--- src/rtl/pool_row_feeder.sv ---
// pool_row_feeder: turns a raster pixel stream into the row-shifter write port
// (registered byte + CE strobe) with position, pooling-window flags and a zero flush.
module pool_row_feeder #(
    parameter int DATA_W = 8,
    parameter int WIDTH  = 8,
    parameter int HEIGHT = 8,
    parameter int POOL   = 2,
    parameter int FLUSH  = 3,
    localparam int COL_W = $clog2(WIDTH),
    localparam int ROW_W = $clog2(HEIGHT)
) (
    input  logic              clk,
    input  logic              rst,
    input  logic              start,
    input  logic              s_valid,
    input  logic [DATA_W-1:0] s_data,
    output logic              s_ready,
    output logic [DATA_W-1:0] pix_out,
    output logic              CE,
    output logic [COL_W-1:0]  col,
    output logic [ROW_W-1:0]  row,
    output logic              row_last,
    output logic              win_valid,
    output logic              busy,
    output logic              done
);

    localparam int PW = (POOL  > 1) ? $clog2(POOL)  : 1;
    localparam int FW = (FLUSH > 1) ? $clog2(FLUSH) : 1;

    typedef enum logic [1:0] {
        S_IDLE,
        S_RUN,
        S_FLUSH,
        S_DONE
    } state_t;

    state_t            r_state;
    logic [COL_W-1:0]  r_col_cnt;
    logic [ROW_W-1:0]  r_row_cnt;
    logic [PW-1:0]     r_pcol;
    logic [PW-1:0]     r_prow;
    logic [FW-1:0]     r_flush_cnt;

    logic [DATA_W-1:0] r_pix;
    logic              r_ce;
    logic [COL_W-1:0]  r_col;
    logic [ROW_W-1:0]  r_row;
    logic              r_row_last;
    logic              r_win_valid;
    logic              r_done;

    logic w_col_last;
    logic w_row_last;
    logic w_pcol_last;
    logic w_prow_last;
    logic w_flush_last;

    // Pool phase counters avoid a modulo on the position counters.
    assign w_col_last   = (r_col_cnt   == COL_W'(WIDTH - 1));
    assign w_row_last   = (r_row_cnt   == ROW_W'(HEIGHT - 1));
    assign w_pcol_last  = (r_pcol      == PW'(POOL - 1));
    assign w_prow_last  = (r_prow      == PW'(POOL - 1));
    assign w_flush_last = (r_flush_cnt == FW'(FLUSH - 1));

    assign s_ready = (r_state == S_RUN);
    assign busy    = (r_state != S_IDLE);

    // NOTE: sequential state uses non-blocking assignments so every register
    // in this block sees pre-edge values regardless of statement order.
    always_ff @(posedge clk or negedge rst) begin
        if (!rst) begin
            r_state     <= S_IDLE;
            r_col_cnt   <= '0;
            r_row_cnt   <= '0;
            r_pcol      <= '0;
            r_prow      <= '0;
            r_flush_cnt <= '0;
            r_pix       <= '0;
            r_ce        <= 1'b0;
            r_col       <= '0;
            r_row       <= '0;
            r_row_last  <= 1'b0;
            r_win_valid <= 1'b0;
            r_done      <= 1'b0;
        end else begin
            // NOTE: strobes default low each cycle; only the branch issuing
            // a pixel or the completion pulse raises them.
            r_ce        <= 1'b0;
            r_row_last  <= 1'b0;
            r_win_valid <= 1'b0;
            r_done      <= 1'b0;

            case (r_state)
                S_IDLE: begin
                    if (start) begin
                        r_state   <= S_RUN;
                        r_col_cnt <= '0;
                        r_row_cnt <= '0;
                        r_pcol    <= '0;
                        r_prow    <= '0;
                    end
                end

                S_RUN: begin
                    if (s_valid) begin
                        r_pix       <= s_data;
                        r_ce        <= 1'b1;
                        r_col       <= r_col_cnt;
                        r_row       <= r_row_cnt;
                        r_row_last  <= w_col_last;
                        r_win_valid <= w_pcol_last && w_prow_last;
                        r_pcol      <= w_pcol_last ? '0 : r_pcol + 1'b1;

                        if (w_col_last) begin
                            r_col_cnt <= '0;
                            r_row_cnt <= w_row_last  ? '0 : r_row_cnt + 1'b1;
                            r_prow    <= w_prow_last ? '0 : r_prow + 1'b1;
                            if (w_row_last) begin
                                r_flush_cnt <= '0;
                                r_state     <= (FLUSH > 0) ? S_FLUSH : S_DONE;
                            end
                        end else begin
                            r_col_cnt <= r_col_cnt + 1'b1;
                        end
                    end
                end

                // col/row keep the last real position while zeros drain the shifters.
                S_FLUSH: begin
                    r_pix       <= '0;
                    r_ce        <= 1'b1;
                    r_flush_cnt <= r_flush_cnt + 1'b1;
                    if (w_flush_last) begin
                        r_state <= S_DONE;
                    end
                end

                // First DONE cycle lets the last strobe retire; second carries done.
                S_DONE: begin
                    if (r_done) begin
                        r_state <= S_IDLE;
                    end else begin
                        r_done <= 1'b1;
                    end
                end

                default: r_state <= S_IDLE;
            endcase
        end
    end

    assign pix_out   = r_pix;
    assign CE        = r_ce;
    assign col       = r_col;
    assign row       = r_row;
    assign row_last  = r_row_last;
    assign win_valid = r_win_valid;
    assign done      = r_done;

endmodule

--- config.mk ---
export PLATFORM = sky130hd
export DESIGN_NAME = pool_row_feeder
export DESIGN_NICKNAME = d
export VERILOG_FILES = /design/src/rtl/pool_row_feeder.sv
export SDC_FILE = /design/constraint.sdc
export NUM_CORES = 1
export LEC_CHECK = 0
export BUFFER_PORTS_ARGS = -buffer_cell sky130_fd_sc_hd__buf_4
export CORE_UTILIZATION = 57
export DETAILED_ROUTE_END_ITERATION = 7
export PLACE_DENSITY = 0.81
export SYNTH_ARGS = -nofsm -noshare
export SYNTH_HDL_FRONTEND = slang
export SYNTH_SLANG_ARGS = --single-unit
export TNS_END_PERCENT = 100
--- constraint.sdc ---
create_clock -name clk -period 4.7 [get_ports clk]
set_input_delay 1.175 -clock clk [delete_from_list [all_inputs] [get_ports clk]]
set_output_delay 1.175 -clock clk [all_outputs]
set_load 0.02 [all_outputs]
==> results of run 1 <==
final cells by class:
| cell class | count | area (sq um) | share of cell area, % |
|---|---|---|---|
| tap | 30 | 37.5 | 2.08 |
| inverter | 8 | 30.0 | 1.66 |
| timing repair buffer | 31 | 233 | 12.9 |
| clock inverter | 3 | 40.0 | 2.22 |
| sequential | 30 | 751 | 41.6 |
| clock buffer | 5 | 37.5 | 2.08 |
| multi-input combinational | 103 | 676 | 37.4 |
stage by stage:
stage / instances / hold WS, ns
floorplan: 147 / 0.452
global placement: 202 / 0.461
detailed placement: 202 / 0.463
CTS: 210 / 0.488
global route: 210 / 0.509
finish: 210 / 0.486
metal layers:
| layer | global-route usage (%) | vias to the layer above | share of wire, % |
|---|---|---|---|
| met5 | 0 | - | 0 |
| met4 | 7.89 | 0 | 1.0 |
| met3 | 8.62 | 4 | 5.1 |
| met2 | 43.8 | 31 | 52 |
| met1 | 30.3 | 529 | 42 |
| li1 | - | 552 | - |
final timing paths:
path / start / end / slack, ns / depth (start not counted)
min in group asynchronous: rst / pix_out[3] / 0.74 / 1
hold / removal: col[1] / col[1] / 0.49 / 2
hold reg to reg: col[1] / col[1] / 0.49 / 2
max in group asynchronous: rst / pix_out[1] / 3.67 / 1
setup / recovery: r_state[1] / s_ready / 1.71 / 3
setup reg to reg: r_state[1] / r_state[1] / 2.41 / 6
logic make-up (layout without fill, tap and decap cells):
logic type      Yosys count  after routing  share of synthesized area [%]
buf+inv                  14             47                           4.76
flops                    30             30                           50.1
fa+ha+maj                10             10                           8.35
compound gates           29             29                           11.3
mux                       9              9                           6.60
simple gates             55             55                           18.9
worst reg2reg max path: stages, from the launching register on:
cell and delay [ns]:
dfrtp_1 0.42, inv_1 0.11, ha_1 0.69, nor2b_4 0.40, or2_4 0.19, nor4b_4 0.05
mux2_1 0.32
report_power, final:
group | internal [mW] | switching, mW | total [mW]
Sequential | 0.348 | 0.0620 | 0.410
Combinational | 0.249 | 0.315 | 0.563
Clock | 0.110 | 0.0958 | 0.206
cell usage in the layout (no fill, tap or decap):
| cell type | Yosys | routed |
|---|---|---|
| a21boi_0 | 1 | 1 |
| bufinv_16 | 0 | 1 |
| nand2_1 | 30 | 30 |
| ha_1 | 10 | 10 |
| clkbuf_4 | 0 | 5 |
| mux2_2 | 6 | 6 |
| a21oi_2 | 1 | 1 |
| a22o_1 | 3 | 3 |
| o21ai_0 | 13 | 13 |
| and3_1 | 2 | 2 |
| clkinv_2 | 0 | 2 |
| nor4b_4 | 1 | 1 |
| dfrtp_1 | 30 | 30 |
| mux2i_1 | 2 | 2 |
| nor2b_4 | 1 | 1 |
| or2_4 | 1 | 1 |
| a21oi_1 | 8 | 8 |
| o22ai_1 | 1 | 1 |
| and2_1 | 1 | 1 |
| o21bai_1 | 2 | 2 |
| nand2b_1 | 2 | 2 |
| nor2_1 | 5 | 5 |
| nor2b_1 | 11 | 11 |
| buf_4 | 0 | 31 |
| nand3_1 | 1 | 1 |
| inv_1 | 8 | 8 |
| mux2_1 | 1 | 1 |
sequential cells by signal (all words and copies together) (netlist names):
| name | cells |
|---|---|
| r_prow | 1 |
| col | 3 |
| pix_out | 8 |
| r_row_cnt | 3 |
| row | 3 |
| CE | 1 |
| r_flush_cnt | 2 |
| win_valid | 1 |
| done | 1 |
| r_pcol | 1 |
| r_col_cnt | 3 |
| row_last | 1 |
| r_state | 2 |
==> impl_metrics.ini, run 1 <==
[logic_synthesis]
yosys.area.top_type_share_pct = 50.1
async_reset_ff_share_pct = 100
synth_top_area_cell = dfrtp_1
synth.distinct_cells = 26
yosys-top-cells-count = 30 x dfrtp_1, 30 x nand2_1, 13 x o21ai_0, 11 x nor2b_1, 10 x ha_1
synth_area_sq_um = 1500
synth_area_per_cell_sq_um = 10.2
synth_warnings = 0
yosysSeqAreaShare_pct = 50.1
postSynthNetCount = 169
synth.ff_latch_count = 30
synth_ff_type = dfrtp_1
synth_edf_count = 0
synth_area_leaders = dfrtp_1 50%, ha_1 8.4%, nand2_1 7.5%
syn_inst = 147

[critical_path]
crit_arrival_ns = 1.81
slowest_stage = ha_1
cp_max_fo = 24
worst_setup_path_start_kind = flop
crit_path_end_kind = output port
criticalPathCategory = flop to output port
crit_required_ns = 3.52
crit_path_cell_trace = inv_1 > ha_1 > buf_4
cp_num_buf_inv = 2
slowest_delay_ns = 0.69
cp_top_family = adder cells

[clocking]
htree_levels = 2
cts_buffers = 5
postCtsSetupBuffers = 0
clkTransAtPathRegs_ns = 0.10
holdBufCountCts = 0
cts_root_buf = clkbuf_4
post_cts_resized = 0
cts_buffer_depth = 2
cts_tree = yes
cts_sinks = 30
clkLatencyLatePin_ns = 0.34

[floorplan]
io_pins = 32
die_x_um = 53.3
row_count = 18
fp.coreArea_sq_um = 2480
die-area_sq_um = 2840
die_h_um = 53.3
initial_core_util_pct = 60.5

[sta]
max_freq_mhz = 335
fin_ws_ns = 1.71
fin_crit_sh_pct = 63.6
min_period_ns = 2.99
rsz0062_at_grt = false
maxSlewViolCount = 0
tns_ns = 0
tightest_slew_ns = 0.802
finClkSkew_ns = 0.0143
finalSetupViolCount = 0
relSlewSlack_pct = 46.5
hold_viol = 0

[routing]
firstDrtPassIters = 4
drc = 0
wire_per_inst_um = 14.2
ant_nets = 0
vias = 1116
first_iter_violations = 20
post_drt_via_cell_ratio = 5.31
drt-total-wl_mm = 2.99

[global_routing]
grt_pass1_wl_mm = 4.97
overflow = 0
grt_pass1_vias = 1101
grt_start_max_net_pins = 31
antenna_found_initial = 0
track_usage_pct = 25.7

[power]
power.total_mw = 1.18
power_density_nw_per_um2 = 654
vdd_drop_max_mv = 0.479
p_leak_nw = 0.929

[finish]
fin_nets = 201
fill_cells = 191
final_area_sq_um = 1800
postLayoutCoreUtil_pct = 72.8
drive_gt1_share_pct = 27.2
areaGrowthSynthToFinish_pct = 20.5
num_antenna_cells = 0

[placed_design]
port_buffers = 31
gp_congestion = 0.729
place_hpwl_mm = 2.22
preCtsSetupSlack_ns = 2.06
place_area_sq_um = 1730

[min_path]
worstHoldPathType = flop to flop

[run_status]
status = complete, no violations

[run]
maxCapViolations = 0
Note: power is estimated with default switching activity, not from simulation.
==> run 2: changes to the inputs <==
--- a/config.mk
+++ b/config.mk
@@ -6,9 +6,9 @@
 export NUM_CORES = 1
 export LEC_CHECK = 0
 export BUFFER_PORTS_ARGS = -buffer_cell sky130_fd_sc_hd__buf_4
-export CORE_UTILIZATION = 57
+export CORE_UTILIZATION = 48
 export DETAILED_ROUTE_END_ITERATION = 7
-export PLACE_DENSITY = 0.81
+export PLACE_DENSITY = 0.72
 export SYNTH_ARGS = -nofsm -noshare
 export SYNTH_HDL_FRONTEND = slang
 export SYNTH_SLANG_ARGS = --single-unit
==> constraint.sdc (replaced) <==
create_clock -name clk -period 2.7 [get_ports clk]
set_input_delay 0.675 -clock clk [delete_from_list [all_inputs] [get_ports clk]]
set_output_delay 0.675 -clock clk [all_outputs]
set_load 0.02 [all_outputs]
==> run 2 against run 1 <==
The flow now finishes with violations (design-rule violations); wire length decreased by 1.4%; non-clock buffer count grew 1; sequential share of layout area decreased by 0.96 points; first-iteration DRC count rose to 2.7 times the previous value; clock-buffer cell count rose by 1; final cell count rose by 0.95%; die area up 18%; largest cell class unchanged; global-route usage fell by 5.1 points; sequential power increased by 74%; register-to-register slack got worse by 1.8 ns; utilization is 8.1 points lower; clock power increased by 130%.
==> impl_metrics.ini, run 2 (synthesized netlist as in run 1, its figures left out) <==
[run_status]
status = finished with violations
violations = design-rule violations

[routing]
post_drt_via_cell_ratio = 5.25
routed.top_layer = met4
route.met3.wl_um = 128
first_iter_violations = 53
ant_nets = 0
wire_per_inst_um = 13.9
firstDrtPassIters = 6
route.met2.wl_mm = 1.44
vias = 1114
drc = 2
drt-total-wl_mm = 2.95
wl_met1_mm = 1.33

[global_routing]
grt_pass1_vias = 1152
antenna_found_initial = 0
grt_pass1_wl_mm = 5.12
track_usage_pct = 20.6
grt_start_max_net_pins = 31
overflow = 0

[critical_path]
crit_required_ns = 2.03
worst_setup_path_start_kind = flop
crit_path_end_kind = output port
rrSetupSlack_ns = 0.59
cp-startpoint = r_state[1]
crit_arrival_ns = 1.55
reg2reg_depth = 6
regToRegEndpoint = r_state[1]
criticalPathCategory = flop to output port
crit_path_end = s_ready
r2r-start = r_state[1]
cp_max_fo = 14

[floorplan]
initial_core_util_pct = 52.5
die_x_um = 57.9
die-area_sq_um = 3350
die_h_um = 57.9
fp.coreArea_sq_um = 2850
io_pins = 32
row_count = 19

[power]
power_density_nw_per_um2 = 1180
p_leak_nw = 0.948
vdd_drop_max_mv = 0.744
power.total_mw = 2.18

[sta]
rsz0062_at_grt = false
tightest_slew_ns = 0.449
finalSetupViolCount = 0
max_freq_mhz = 450
hold_viol = 0
tns_ns = 0
fin_crit_sh_pct = 82.4
fin_ws_ns = 0.476
relSlewSlack_pct = 70.0
min_period_ns = 2.22
finClkSkew_ns = 0.00805
maxSlewViolCount = 0
timing.hold.ws_ns = 0.250

[finish]
areaGrowthSynthToFinish_pct = 23.3
drive_gt1_share_pct = 27.6
multi_input_area_sq_um = 676
largest_register_ffs = 8
finalNonFillerCells = 212
layout_common_cells = 32 x buf_4, 30 x dfrtp_1, 30 x nand2_1
num_antenna_cells = 0
final_area_sq_um = 1850
fin_nets = 202
postLayoutCoreUtil_pct = 64.7
final_common_cell = buf_4
ff_latch_area_sq_um = 751
fill_cells = 230

[run]
maxCapViolations = 0

[placed_design]
preCtsSetupSlack_ns = 0.582
port_buffers = 31
place_area_sq_um = 1740
place_hpwl_mm = 2.13
dp.cells = 204
gp_congestion = 0.706

[clocking]
clkLatencyLatePin_ns = 0.33
postCtsSetupBuffers = 0
htree_levels = 2
post_cts_resized = 0
cts_sinks = 30
cts_root_buf = clkbuf_4
cts_tree = yes
cts_buffers = 5
holdBufCountCts = 0
cts_buffer_depth = 2
clkTransAtPathRegs_ns = 0.11

[min_path]
worstHoldPathType = primary input to asynchronous set/reset pin
## run 2: changes by cell type in the layout (fill, tap and decap cells not counted)
cell | previous run | this run
clkinv_2 | 2 | 0
buf_4 | 31 | 32
bufinv_16 | 1 | 2
clkbuf_8 | 0 | 1
## run 2: how the worst min path moves through the flow
stage | slack (ns) | endpoint | cells past startpoint | start
after floorplan | 0.38 | CE | 0 | rst
after global placement | 0.46 | col[1] | 2 | col[1]
after detailed placement | 0.46 | col[1] | 2 | col[1]
after CTS | 0.25 | r_prow | 1 | rst
after global routing | 0.26 | r_row_cnt[1] | 1 | rst
final | 0.25 | CE | 1 | rst
## run 2: where the power goes
| part | internal [mW] | total [mW] | switching, mW |
|---|---|---|---|
| sequential | 0.606 | 0.713 | 0.106 |
| combinational | 0.440 | 0.986 | 0.546 |
| clock | 0.314 | 0.484 | 0.171 |
| total | 1.36 | 2.18 | 0.823 |
## run 2: area by class of cell
cell class / instances / area share [%]
well taps: 31 / 2.10
inverters: 8 / 1.63
clock buffers: 6 / 2.78
flip-flops and latches: 30 / 40.7
clock inverters: 2 / 3.25
multi-input cells: 103 / 36.6
repair buffers: 32 / 13.0
## run 2: layer usage
metal,global-route usage (%),vias up
met4,8.84,0
met1,25.6,534
met2,33.7,20
li1,-,554
met3,6.03,6
met5,0,-
## run 2: critical path, cell delays in order, from the launching register on
cell and delay (ns):
dfrtp_1 0.43, inv_1 0.11, ha_1 0.44, buf_4 0.23
==> run 3: changes to the inputs <==
==> constraint.sdc (replaced) <==
create_clock -name clk -period 2 [get_ports clk]
set_input_delay 0.5 -clock clk [delete_from_list [all_inputs] [get_ports clk]]
set_output_delay 0.5 -clock clk [all_outputs]
set_load 0.02 [all_outputs]
==> run 3 against run 2 <==
The run still ends with design-rule violations left; cell area rose by 1.8%; power rose by 33%; highest routed layer unchanged; die area did not move; largest power group unchanged; largest cell class unchanged; critical path depth rose by 1; sequential cell count did not move; worst setup slack got worse by 0.42 ns; sequential power rose by 34%; wire length rose by 3.9%.
==> impl_metrics.ini, run 3 (synthesized netlist as in run 1, its figures left out) <==
[sta]
relSlewSlack_pct = 67.3
min_period_ns = 1.94
finClkSkew_ns = 0.00899
maxSlewViolCount = 0
tightest_slew_ns = 0.490
finalSetupViolCount = 0
fin_ws_ns = 0.0568
fin_crit_sh_pct = 97.2
max_freq_mhz = 515
hold_viol = 0

[global_routing]
track_usage_pct = 19.9
antenna_found_initial = 0
overflow = 0
grt_start_max_net_pins = 31
grt_pass1_wl_mm = 4.95
grt_pass1_vias = 1144

[placed_design]
place_hpwl_mm = 2.21
port_buffers = 31
preCtsSetupSlack_ns = 0.0539
gp_congestion = 0.844

[floorplan]
die_h_um = 57.9
row_count = 19
die-area_sq_um = 3350
die_x_um = 57.9
initial_core_util_pct = 52.5
fp.coreArea_sq_um = 2850
io_pins = 32

[clocking]
cts_buffer_depth = 2
cts_sinks = 30
cts_root_buf = clkbuf_4
cts_tree = yes
cts_buffers = 5
clkLatencyLatePin_ns = 0.34
clkTransAtPathRegs_ns = 0.10
holdBufCountCts = 0
htree_levels = 2

[critical_path]
crit_arrival_ns = 1.44
cp_top_family = buffers and inverters
regToRegEndpoint = r_state[1]
cp_max_fo = 11
r2r-start = r_state[0]
reg2reg_depth = 6
worst_setup_path_start_kind = flop
crit_path_end = s_ready
crit_path_end_kind = output port
slowest_stage = dfrtp_1
crit_path_cell_trace = inv_1 > ha_2 > buf_6 > buf_4
rrSetupSlack_ns = 0.10
cp-startpoint = r_state[1]
cp_num_buf_inv = 3
crit_required_ns = 1.50
slowest_delay_ns = 0.41
critical_path_depth = 4
criticalPathCategory = flop to output port

[finish]
largest_register_ffs = 8
num_antenna_cells = 0
fin_nets = 210
fill_cells = 242
drive_gt1_share_pct = 31.2
layout_common_cells = 39 x buf_4, 30 x dfrtp_1, 30 x nand2_1
final_common_cell = buf_4
areaGrowthSynthToFinish_pct = 25.5
postLayoutCoreUtil_pct = 65.9

[routing]
ant_nets = 0
drc = 2
drt-total-wl_mm = 3.06
vias = 1154
firstDrtPassIters = 6
wire_per_inst_um = 13.9
post_drt_via_cell_ratio = 5.25
first_iter_violations = 41

[run]
maxCapViolations = 0

[run_status]
violations = design-rule violations
status = finished with violations

[power]
p_leak_nw = 0.974
power_density_nw_per_um2 = 1550
vdd_drop_max_mv = 1.02

[min_path]
worstHoldPathType = primary input to asynchronous set/reset pin
## run 3: changes by cell type in the layout (fill, tap and decap cells not counted), sizes merged
cell,delta
clkinv,+2
buf,+8
bufinv,-1
clkbuf,-1
## run 3: report_power, final
group,internal [mW],leakage [nW],total (mW),switching [mW]
clock,0.259,0.0450,0.469,0.210
combinational,0.697,0.535,1.49,0.788
sequential,0.819,0.394,0.957,0.138
total,1.78,0.974,2.91,1.14
## run 3: layer usage
layer / global-route usage (%) / vias up / wire (um)
met5: 0 / - / 0
met4: 7.82 / 0 / 89
met3: 7.14 / 10 / 137
met2: 33.3 / 28 / 1500
met1: 23.3 / 547 / 1330
li1: - / 569 / -
## run 3: final cells by class
cell class | count | area [sq um] | area share (%)
flip-flops and latches | 30 | 751 | 39.9
clock inverters | 3 | 40.0 | 2.13
clock buffers | 5 | 37.5 | 2.00
inverters | 8 | 30.0 | 1.60
multi-input cells | 103 | 678 | 36.1
well taps | 31 | 38.8 | 2.06
repair buffers | 40 | 304 | 16.2
## run 3: what timing repair did
item,in CTS,in global routing
setup endpoints to repair,1,2
buffers inserted,0,4
pin swaps,0,1
resized for setup,1,1
## run 3: through the flow
stage	power, mW	setup TNS [ns]	cells	hold WS (ns)	instance area, sq um
final	2.91	0	220	0.0707	1880
after global routing	3.12	-0.0146	220	0.0863	1880
after CTS	2.85	0	216	0.0721	1850
after detailed placement	2.37	0	208	0.444	1770
after global placement	2.31	0	208	0.442	1770
after floorplan	1.90	0	147	0.204	1500
## run 3: how the worst min path moves through the flow
stage                 endpoint  slack [ns]  cells after the start
floorplan                   CE        0.20                      0
global placement    pix_out[2]        0.44                      1
detailed placement  pix_out[6]        0.44                      1
CTS                     col[1]        0.07                      1
global route            col[1]        0.09                      1
finish                  col[1]        0.07                      1
## run 3: worst register-to-register path, stage by stage, from the launching register on
cell,delay [ns]
dfrtp_1,0.38
inv_1,0.10
ha_1,0.24
nor2b_1,0.17
or2_4,0.27
nor4b_4,0.27
mux2_1,0.35
